--- src/rtl/down_counter_ctrl.sv ---
// Down-counter sequencing controller: load, prescaled decrement, pause/abort,
// optional auto-reload at terminal count. The count never wraps below zero.
//
// state | meaning
// IDLE  | waiting for start, cnt=0
// RUN   | counting, one decrement per PRESCALE cycles
// HOLD  | paused, cnt and prescale phase frozen
// DONE  | terminal count reached without reload, waiting for restart
module down_counter_ctrl #(
    parameter int WIDTH    = 4,
    parameter int PRESCALE = 1
) (
    input  logic             clk,
    input  logic             rst,
    input  logic             start,
    input  logic [WIDTH-1:0] load_val,
    input  logic             reload_mode,
    input  logic             pause,
    input  logic             abort,
    output logic [WIDTH-1:0] cnt,
    output logic             busy,
    output logic             tc,
    output logic             done,
    output logic [1:0]       state
);

    localparam int PW = (PRESCALE > 1) ? $clog2(PRESCALE) : 1;
    localparam logic [PW-1:0] PRE_LAST = PW'(PRESCALE - 1);

    typedef enum logic [1:0] {
        IDLE = 2'd0,
        RUN  = 2'd1,
        HOLD = 2'd2,
        DONE = 2'd3
    } state_t;

    state_t           state_q, state_d;
    logic [WIDTH-1:0] cnt_q, cnt_d;
    logic [PW-1:0]    pre_q, pre_d;
    logic [WIDTH-1:0] reload_q, reload_d;
    logic             mode_q, mode_d;
    logic             tc_q, tc_d;

    always_ff @(posedge clk or posedge rst) begin
        if (rst) begin
            state_q  <= IDLE;
            cnt_q    <= '0;
            pre_q    <= '0;
            reload_q <= '0;
            mode_q   <= 1'b0;
            tc_q     <= 1'b0;
        end else begin
            state_q  <= state_d;
            cnt_q    <= cnt_d;
            pre_q    <= pre_d;
            reload_q <= reload_d;
            mode_q   <= mode_d;
            tc_q     <= tc_d;
        end
    end

    always_comb begin
        state_d  = state_q;
        cnt_d    = cnt_q;
        pre_d    = pre_q;
        reload_d = reload_q;
        mode_d   = mode_q;
        tc_d     = 1'b0;

        if (abort) begin
            state_d = IDLE;
            cnt_d   = '0;
            pre_d   = '0;
        end else begin
            case (state_q)
                IDLE, DONE: begin
                    if (start) begin
                        reload_d = load_val;
                        mode_d   = reload_mode;
                        cnt_d    = load_val;
                        pre_d    = '0;
                        if (load_val != '0) begin
                            state_d = RUN;
                        end else begin
                            state_d = DONE;
                            tc_d    = 1'b1;
                        end
                    end
                end
                // Releasing pause counts in the same cycle, so a pause of N
                // cycles stretches the run by exactly N cycles.
                RUN, HOLD: begin
                    if (pause) begin
                        state_d = HOLD;
                    end else begin
                        state_d = RUN;
                        if (pre_q == PRE_LAST) begin
                            pre_d = '0;
                            if (cnt_q > WIDTH'(1)) begin
                                cnt_d = cnt_q - WIDTH'(1);
                            end else if (cnt_q == WIDTH'(1)) begin
                                tc_d = 1'b1;
                                if (mode_q) begin
                                    cnt_d = reload_q;
                                end else begin
                                    cnt_d   = '0;
                                    state_d = DONE;
                                end
                            end
                        end else begin
                            pre_d = pre_q + PW'(1);
                        end
                    end
                end
                default: state_d = IDLE;
            endcase
        end
    end

    assign cnt   = cnt_q;
    assign tc    = tc_q;
    assign busy  = (state_q == RUN) || (state_q == HOLD);
    assign done  = (state_q == DONE);
    assign state = state_q;

endmodule

--- config.mk ---
export PLATFORM = sky130hd
export DESIGN_NAME = down_counter_ctrl
export DESIGN_NICKNAME = d
export VERILOG_FILES = /design/src/rtl/down_counter_ctrl.sv
export SDC_FILE = /design/constraint.sdc
export NUM_CORES = 1
export LEC_CHECK = 0
export CAP_MARGIN = 20
export CORE_UTILIZATION = 50
export CTS_CLUSTER_SIZE = 16
export DETAILED_ROUTE_END_ITERATION = 8
export PLACE_DENSITY = 0.82
export REMOVE_ABC_BUFFERS = 1
export SLEW_MARGIN = 20
export SYNTH_ARGS = -nofsm -noshare
export SYNTH_HDL_FRONTEND = slang
export SYNTH_SLANG_ARGS = --single-unit
--- constraint.sdc ---
create_clock -name clk -period 3.3 [get_ports clk]
set_input_delay 0.66 -clock clk [delete_from_list [all_inputs] [get_ports clk]]
set_output_delay 0.66 -clock clk [all_outputs]
set_load 0.02 [all_outputs]
## Yosys cells after proc, flatten, opt, wreduce, memory -nomap -nowiden

Index checks and enable logic that the tools add are counted.
W data, S select, Z words.

| operators by class | value |
|---|---|
| $add $sub $neg | 2 |
| $lt $le $gt $ge | 1 |
| equality and inequality tests | 8 |
| multiplexer cells | 30 |
| bitwise operators | 1 |
| reductions and logical operators | 8 |

Operator list:

| kind | count |
|---|---|
| $mux W4 | 7 |
| $mux W2 | 8 |
| $mux W1 | 11 |
| $ne A3 B3 Y1 const B | 3 |
| $pmux W4 S2 | 1 |
| $eq A2 B2 Y1 const B | 2 |
| $eq A4 B1 Y1 const B | 1 |
| $gt A4 B1 Y1 const B | 1 |
| $ne A4 B4 Y1 const B | 1 |
| $pmux W1 S2 | 2 |
| $pmux W2 S2 | 1 |
| $reduce_and A4 Y1 | 1 |
| $reduce_bool A4 Y1 | 1 |
| $reduce_or A2 Y1 | 2 |
| $sub A4 B1 Y4 const B | 1 |
| $reduce_and A3 Y1 | 1 |
| $eq A2 B1 Y1 const B | 1 |
| $logic_not A2 Y1 | 1 |
| $reduce_and A2 Y1 | 1 |
| $add A1 B1 Y1 const B | 1 |
| $logic_or A1 B1 Y1 | 1 |
| $not A1 Y1 | 1 |

| word-level totals | value |
|---|---|
| flip-flop bits (word level) | 13 |
| input bits | 10 |
| word-level logic and storage cells | 56 |

## Logic depth before layout (Yosys ltp)

| depth | value |
|---|---|
| word-level depth | 7 |
| gate-level depth with buffers | 6 |
| mapped depth without buffers | 6 |

## Least setup slack after synthesis

No wires, ideal clock.

| timing | value |
|---|---|
| path kind | register to register |
| start point | register cnt_q[1], in the netlist cnt[1] |
| end point | register cnt_q[0], in the netlist cnt[0] |
| setup time | 121 ps |
| arrival time | 1905 ps |
| required time | 3179 ps |
| setup slack | 1274 ps |
| cell stages (with the launch flop) | 7 |
| buffers on the path | 0 |
| period minus slack after synthesis | 2026 ps |
| cell sequence | dfrtp_1 > inv_1 > ha_1 > or4b_4 > a221oi_4 > nor3_1 > a22o_1 |

| on the way | value |
|---|---|
| cells in the longest elaborated chain, start to end | 6 |
| elaborated cells between the ends (all ways) | 9 |
| those cells by class | 1 x order compare; 2 x eq/ne; 5 x mux; 1 x reduce/logical |

Ends and longest elaborated chain:

| element | line | source |
|---|---|---|
| from (decl) | 38 | `logic [WIDTH-1:0] cnt_q, cnt_d;` |
| from (signal assigned) | 54 | `cnt_q <= cnt_d;` |
| $gt A4 B1 Y1 | 99 | `if (cnt_q > WIDTH'(1)) begin` |
| $mux W4 | 99 |  |
| $mux W4 | 97 | `if (pre_q == PRE_LAST) begin` |
| $mux W4 | 93 | `if (pause) begin` |
| $pmux W4 S2 | 75 | `case (state_q)` |
| $mux W4 | 70 | `if (abort) begin` |

Several ways; a longest one is shown, not always the timed one. The select of a mux whose other input is x is not followed.
A chain may end at the register's enable or synchronous reset.

## Worst setup path after layout

| timing | value |
|---|---|
| start point | register state_q[1], in the netlist state[1] |
| end point | output port busy |

| on the way | value |
|---|---|
| cells in the longest elaborated chain, start to end | 2 |
| elaborated cells between the ends (all ways) | 3 |
| those cells by class | 2 x eq/ne; 1 x reduce/logical |

Ends and longest elaborated chain:

| element | line | source |
|---|---|---|
| from (decl) | 37 | `state_t state_q, state_d;` |
| from (signal assigned) | 53 | `state_q <= state_d;` |
| $eq A2 B1 Y1 / $eq A2 B2 Y1 (equally long branches) | 122 | `assign busy = (state_q == RUN) \|\| (state_q == HOLD);` |
| $logic_or A1 B1 Y1 (*) | 122 |  |
| to (decl) | 21 | `output logic busy,` |

Mark *: on every way between the ends. The rest lies on a longest branch, timed or not.

==> impl_table.tex <==
\begin{tabular}{lr}
\hline
Metric & Value \\
\hline
\multicolumn{2}{l}{\textbf{Detailed routing}} \\
Detailed-routing iteration count for the pre-antenna-repair pass & 4 \\
Residual DRC & 0 \\
Number of DRC violations after detailed-routing iteration 0 & 16 \\
Via total after detailed routing & 631 \\
Avg WL per Cell & 15.4 um \\
Post-detailed-route via-to-cell ratio & 6.01 \\
Antenna violation net count after detailed routing & 0 \\
Final WL & 1610 um \\
\multicolumn{2}{l}{\textbf{Floorplan}} \\
Overall die height & approximately 40 um \\
Cell row count & 13 \\
Area of the core region & 1330 um2 \\
Overall die width & 40.4 um \\
Total I/O pin count & 19 \\
Initial core utilization & 55.2\% \\
Area enclosed by the die boundary & 1630 um2 \\
\multicolumn{2}{l}{\textbf{Critical path}} \\
Data arrival time at the worst-slack endpoint & 1.99 ns \\
Critical path class & register to output pin \\
Critical path fanouts, max & 15 \\
Endpoint required time on the critical path & around 2.6 ns \\
Launch point of the critical path & state[1] \\
RR Startpoint & cnt[0] \\
Crit end category & output pin \\
Worst Setup Start Kind & register \\
\multicolumn{2}{l}{\textbf{Power and ir drop}} \\
Overall power of the completed layout & 0.989 mW \\
Power density over the cells & 1040 nW/um2 \\
Reported leakage power & 0.397 nW \\
Worst ir drop on vdd & 0.000607 V \\
\multicolumn{2}{l}{\textbf{Synthesis}} \\
Number of flops mapped to enable cells by yosys & 0 \\
Syn\_area\_per\_cell & 10.4 um2 \\
Synth top area cells & dfrtp\_1 (41\%), mux2\_2 (7.7\%), ha\_1 (5.1\%), a221oi\_4 (3.6\%), nor2\_1 (3.6\%) \\
FF+latch count, synth & 12 \\
Fraction of registers with async set/reset & 100\% \\
Flip-flop cell with the highest count after synthesis & dfrtp\_1 \\
Top-area cell type share of the netlist area & 40.8\% \\
Portion of the post-synthesis area used by sequential elements & 40.8\% \\
Post-synth cell types & 34 \\
Netlist area before placement & 736 um2 \\
Cell count after synthesis & between 70 and 80 \\
Synth warnings & 0 \\
Dominant cell type by area after synthesis & dfrtp\_1 \\
\multicolumn{2}{l}{\textbf{Final layout}} \\
Total inserted antenna cells & 0 \\
Number of fillers in the final layout & around 110 \\
Share of final-layout standard cells stronger than drive strength 1 & 17.8\% \\
Synth-to-Final Area Change & 29.3\% \\
Number of nets in the layout & about 100 \\
Cell area after layout & 951 um2 \\
\multicolumn{2}{l}{\textbf{STA}} \\
Final worst path period need & 2.65 ns \\
Total count of hold-check failures in the final report & 0 \\
Sum Neg Setup Slack & 0 ns \\
Final Cycle Share & between 80 and 90\% \\
Slew @ Worst Pin & 0.690 ns \\
Final count of pins violating max slew & 0 \\
Worst slew margin relative to its limit & 53.9\% \\
Max Clk Rate & 0.377 GHz \\
RSZ-0062 raised after global routing & no \\
Fin Clk Skew & 0.000968 ns \\
Final setup violation count & 0 \\
\multicolumn{2}{l}{\textbf{Min path}} \\
Min-Delay Startpoint & reload\_q[3] \\
Kind of path behind the tightest hold check & register to register \\
\multicolumn{2}{l}{\textbf{Place}} \\
IO Port Bufs & 18 \\
Placed inst area & 915 um2 \\
Detailed Place HPWL & 1210 um \\
Weighted congestion reported at the end of routability-driven placement & 0.881 \\
\multicolumn{2}{l}{\textbf{Clock network}} \\
Clock latency on the worst-skew pair & 0.28 ns \\
Clock transition at the registers of the reported paths & 0.08 ns \\
Maximum level of the CTS H-tree & 1 \\
Number of buffers inserted for hold repair after clock tree synthesis & 0 \\
Number of buffers between clock root and the deepest sink & 2 \\
Number of gates resized after CTS & 0 \\
Setup fix buffers added after clock tree synthesis & 0 \\
CTS tree & built \\
CTS root buffer & clkbuf\_4 \\
TritonCTS buffer count & 3 \\
Sinks on the clock net & 12 \\
\multicolumn{2}{l}{\textbf{Global route}} \\
Global route total overflow & 0 \\
Number of global-route vias before repair & approximately 540 \\
Wire length of the first global-routing pass & 2540 um \\
Number of antenna violations at the first check in global routing & 0 \\
Maximum number of pins on one net before global-route repair & 16 \\
Total global routing track utilization & 23.9\% \\
\multicolumn{2}{l}{\textbf{Flow run}} \\
Maxcap violations & 0 \\
\multicolumn{2}{l}{\textbf{Status}} \\
Result of the run & finished, final reports clean \\
\hline
\end{tabular}
## metal layers
layer	share of wire, %	GRT usage (%)	vias up	routed length, um
met1	45	32.2	301	720
li1	-	-	302	-
met4	1.8	13.3	0	29
met5	0	0	-	0
met2	50	36.1	23	800
met3	3.8	3.33	5	62
## cell families (layout without fill, tap and decap cells)
| logic type | count (synthesis) | in the layout | share of synthesized area (%) |
|---|---|---|---|
| muxes | 5 | 5 | 7.65 |
| DFF | 12 | 12 | 40.8 |
| adders and majority gates | 3 | 3 | 5.10 |
| AOI/OAI and AO/OA | 18 | 18 | 20.4 |
| and+or+nand+nor | 25 | 25 | 20.8 |
| buffers and inverters | 8 | 27 | 5.27 |
## Yosys cell counts, drive strengths merged (2+ instances only)
library cell,instances
nor2,7
buf,2
ha,3
or4b,2
mux2,5
o21ai,3
nor3,4
nand2,2
o211ai,2
inv,5
nand4b,2
a21o,2
a221oi,2
a22o,2
dfrtp,12
## state kept, by name, indices dropped and copies added (netlist names)
register,cells
state,2
tc,1
cnt,4
reload_q,4
mode_q,1
## worst paths after layout
check	endpoint	slack, ns	depth (start not counted)
setup / recovery	busy	0.65	2
hold / removal	reload_q[3]	0.52	1
setup reg to reg	cnt[1]	1.22	5
hold reg to reg	reload_q[3]	0.52	1
max in group asynchronous	state[1]	2.30	2
min in group asynchronous	mode_q	0.68	2
## critical path, cell delays in order, from the launching register on
cell	delay [ns]
dfrtp_1	0.42
ha_1	0.59
clkdlybuf4s50_1	0.70
## cells in the final DEF (no fill, tap or decap), drive strengths merged, types with 2 or more instances in the layout
cell type,instances
or4b,2
nand2,2
clkdlybuf4s50,18
nor3,4
nand4b,2
a22o,2
ha,3
o21ai,3
o211ai,2
a221oi,2
nor2,7
inv,5
a21o,2
dfrtp,12
mux2,5
clkbuf,4
## where the power goes
part	internal, mW	switching, mW	total, mW
Clock	0.0672	0.0551	0.122
Sequential	0.215	0.0705	0.286
Combinational	0.280	0.301	0.581
## area by class of cell
type	instances	area [um2]	share of cell area, %
Clock buffer	4	36.3	3.82
Inverter	5	18.8	1.97
Multi-Input combinational cell	51	397	41.7
Sequential cell	12	300	31.6
Tap cell	15	18.8	1.97
Timing Repair Buffer	18	180	18.9
## stage by stage
stage | instances | hold slack, ns | setup slack [ns] | util, %
floorplan | 68 | 0.480 | 1.27 | -
global placement | 101 | 0.494 | 0.893 | 68.6
detailed placement | 101 | 0.500 | 0.855 | 68.6
CTS | 105 | 0.519 | 0.666 | 71.3
global route | 105 | 0.534 | 0.575 | 71.3
finish | 105 | 0.517 | 0.650 | 71.3
No activity file was read; power rests on OpenSTA's default activity.
==> RTL change (config.mk and constraints unchanged) <==
Remove the register `tc_q`: a continuous assignment takes its place, so the output `tc` follows one clock earlier.
--- a/src/rtl/down_counter_ctrl.sv
+++ b/src/rtl/down_counter_ctrl.sv
@@ -48,16 +48,16 @@
             pre_q    <= '0;
             reload_q <= '0;
             mode_q   <= 1'b0;
-            tc_q     <= 1'b0;
         end else begin
             state_q  <= state_d;
             cnt_q    <= cnt_d;
             pre_q    <= pre_d;
             reload_q <= reload_d;
             mode_q   <= mode_d;
-            tc_q     <= tc_d;
         end
     end
+
+    assign tc_q = tc_d;
 
     always_comb begin
         state_d  = state_q;
Behaviour: not the same (a bounded check fails within 4 cycles, from zero or initial values and one cycle with rst high).
==> RTL change against the original RTL <==
Cell area decreased by 2.6%; sequential cell count decreased by 1; sequential power decreased by 7%; power shrank 7.3%; fmax shrank 6.5%; critical path depth grew 5; wire length rose by 1.9%; synthesized cell count grew 2.8%; non-clock buffer count unchanged; worst setup slack got worse by 0.18 ns; synthesized area shrank 2.4%; first-iteration DRC count grew 50%; largest power group unchanged; highest routed layer unchanged.
==> RTL change: results <==
metrics = {
    "timing": {
        "whs_ns": 0.514,
        "fin_crit_ns": 2.83,
        "max_slew.worst_pin.slew_ns": 0.464,
        "clock_skew_after_layout_ns": 0.000435,
    },
    "final_layout": {
        "num-fill-cells": 95,
        "final.clkbuf_count": 4,
        "sequential_cell_total": 11,
        "non_clock_buffer_count": 18,
        "proportion_of_cell_area_occupied_by_registers_pct": 29.7,
        "nets": 106,
        "clock_area_share_pct": 2.84,
        "layout.buffer.nonclock.area_share_pct": 19.7,
        "multi_input_area_share_pct": 43.2,
        "drive_gt1_share_pct": 14.1,
        "n_all_inverters": 6,
        "multi_input_comb_cells": 53,
    },
    "min_path": {
        "worst_hold_path.num_cells": 1,
        "end_point_of_the_worst_hold_path": "reload_q[0]",
        "min-delay-start": "reload_q[0]",
    },
    "run_status": {
        "outcome": "completed",
    },
    "drt": {
        "avgRoutedWirePerCell_microns": 15.4,
        "detailedRoute.firstIterationViolations": 24,
        "route.final.wire_length_microns": 1640,
        "avgViaCountPerCell": 6.21,
    },
    "clock_network": {
        "cts_root_buf": "sky130_fd_sc_hd__clkbuf_4",
        "htree_num_levels": 1,
        "clock_insertion_delay_at_the_later_pin_of_the_skew_report_ns": 0.28,
    },
    "setup_path": {
        "slowest_stage": "sky130_fd_sc_hd__or3b_2",
        "critPathArrivalTime_ns": 2.17,
        "critPathMaxStageDelay_ns": 0.48,
        "path_delay_family": "simple AND/OR/NAND/NOR gates",
        "path_max_fanout": 6,
        "worstRegToRegCells": 6,
        "rrSetupSlack_ns": 1.31,
        "rr_endpoint": "cnt[0]",
    },
    "power_and_ir_drop": {
        "p_leak_nw": 0.381,
        "power.density_mw_per_mm2": 990,
        "peakVddDrop_v": 0.000613,
    },
    "yosys": {
        "ys.warnings.count": 0,
        "synth.avg_cell_area_sq_um": 9.84,
        "postSynth.topFlopCell": "sky130_fd_sc_hd__dfrtp_1",
        "netlist_top_cells_count": "11 x sky130_fd_sc_hd__dfrtp_1, 8 x sky130_fd_sc_hd__nor2_1, 6 x sky130_fd_sc_hd__inv_1",
        "post_synth_num_cell_types": 28,
        "synth_sequential_area_ratio_pct": 38.3,
        "yosys-top-cells-area": "sky130_fd_sc_hd__dfrtp_1 38%, sky130_fd_sc_hd__mux2_2 7.8%, sky130_fd_sc_hd__ha_1 5.2%",
        "synth_area_sq_um": 718,
    },
    "placement": {
        "place_area_sq_um": 897,
        "gp_routability_congestion": 0.821,
        "hpwl_microns": 1230,
        "dp_cells": 103,
        "placement.setup.worst_slack_ns": 0.291,
    },
    "grt": {
        "global_route_total_usage_across_every_layer_pct": 25.3,
        "grt_pass1_vias": 589,
        "grt_start_max_net_pins": 18,
        "antenna_found_initial": 0,
        "global_route_wire_length_before_repair_microns": 2600,
    },
}
RTL change: cell types whose count changed after synthesis, sizes merged, moves of 2 or more:
cell / unedited run / this run
a21oi: 1 / 5
a22o: 2 / 0
a32o: 0 / 3
o21ai: 3 / 5
nand2b: 0 / 2
a21o: 2 / 0
RTL change: worst register-to-register path: stages (launching register included):
cell and delay [ns]:
sky130_fd_sc_hd__dfrtp_1 0.45, sky130_fd_sc_hd__inv_1 0.09, sky130_fd_sc_hd__ha_1 0.25, sky130_fd_sc_hd__or4b_4 0.50, sky130_fd_sc_hd__a21boi_4 0.27, sky130_fd_sc_hd__nor3_1 0.09, sky130_fd_sc_hd__a32o_1 0.23
RTL change: power breakdown:
part | internal [mW] | total, mW | switching (mW) | leakage (nW)
logic | 0.266 | 0.552 | 0.285 | 0.228
registers | 0.195 | 0.267 | 0.0720 | 0.138
clock network | 0.0469 | 0.0982 | 0.0512 | 0.0150
RTL change: how the worst max path moves through the flow:
stage                 from  to  depth (start not counted)
2_1_floorplan       cnt[0]  tc                          5
3_3_place_gp   load_val[2]  tc                          6
3_5_place_dp   load_val[2]  tc                          6
4_1_cts             cnt[1]  tc                          7
5_1_grt             cnt[1]  tc                          7
6_report            cnt[1]  tc                          7
RTL change: logic make-up after synthesis:
logic type	share of synthesized area [%]
compound gates	23.3
fa+ha+maj	5.23
buf+inv	5.92
flops	38.3
mux	7.84
simple gates	19.3
RTL change: repair_timing:
action,4_1_cts,5_1_grt
resized for setup,0,1
endpoints found under the setup margin,0,1
hold buffers,0,0
buffers inserted,0,0
RTL change: metal layers:
layer / global-route usage [%] / vias to the layer above / routed length [microns]
li1: - / 311 / -
met1: 34.3 / 317 / 719
met2: 36.3 / 33 / 790
met3: 9.09 / 3 / 110
met4: 9.48 / 0 / 23
met5: 0 / - / 0
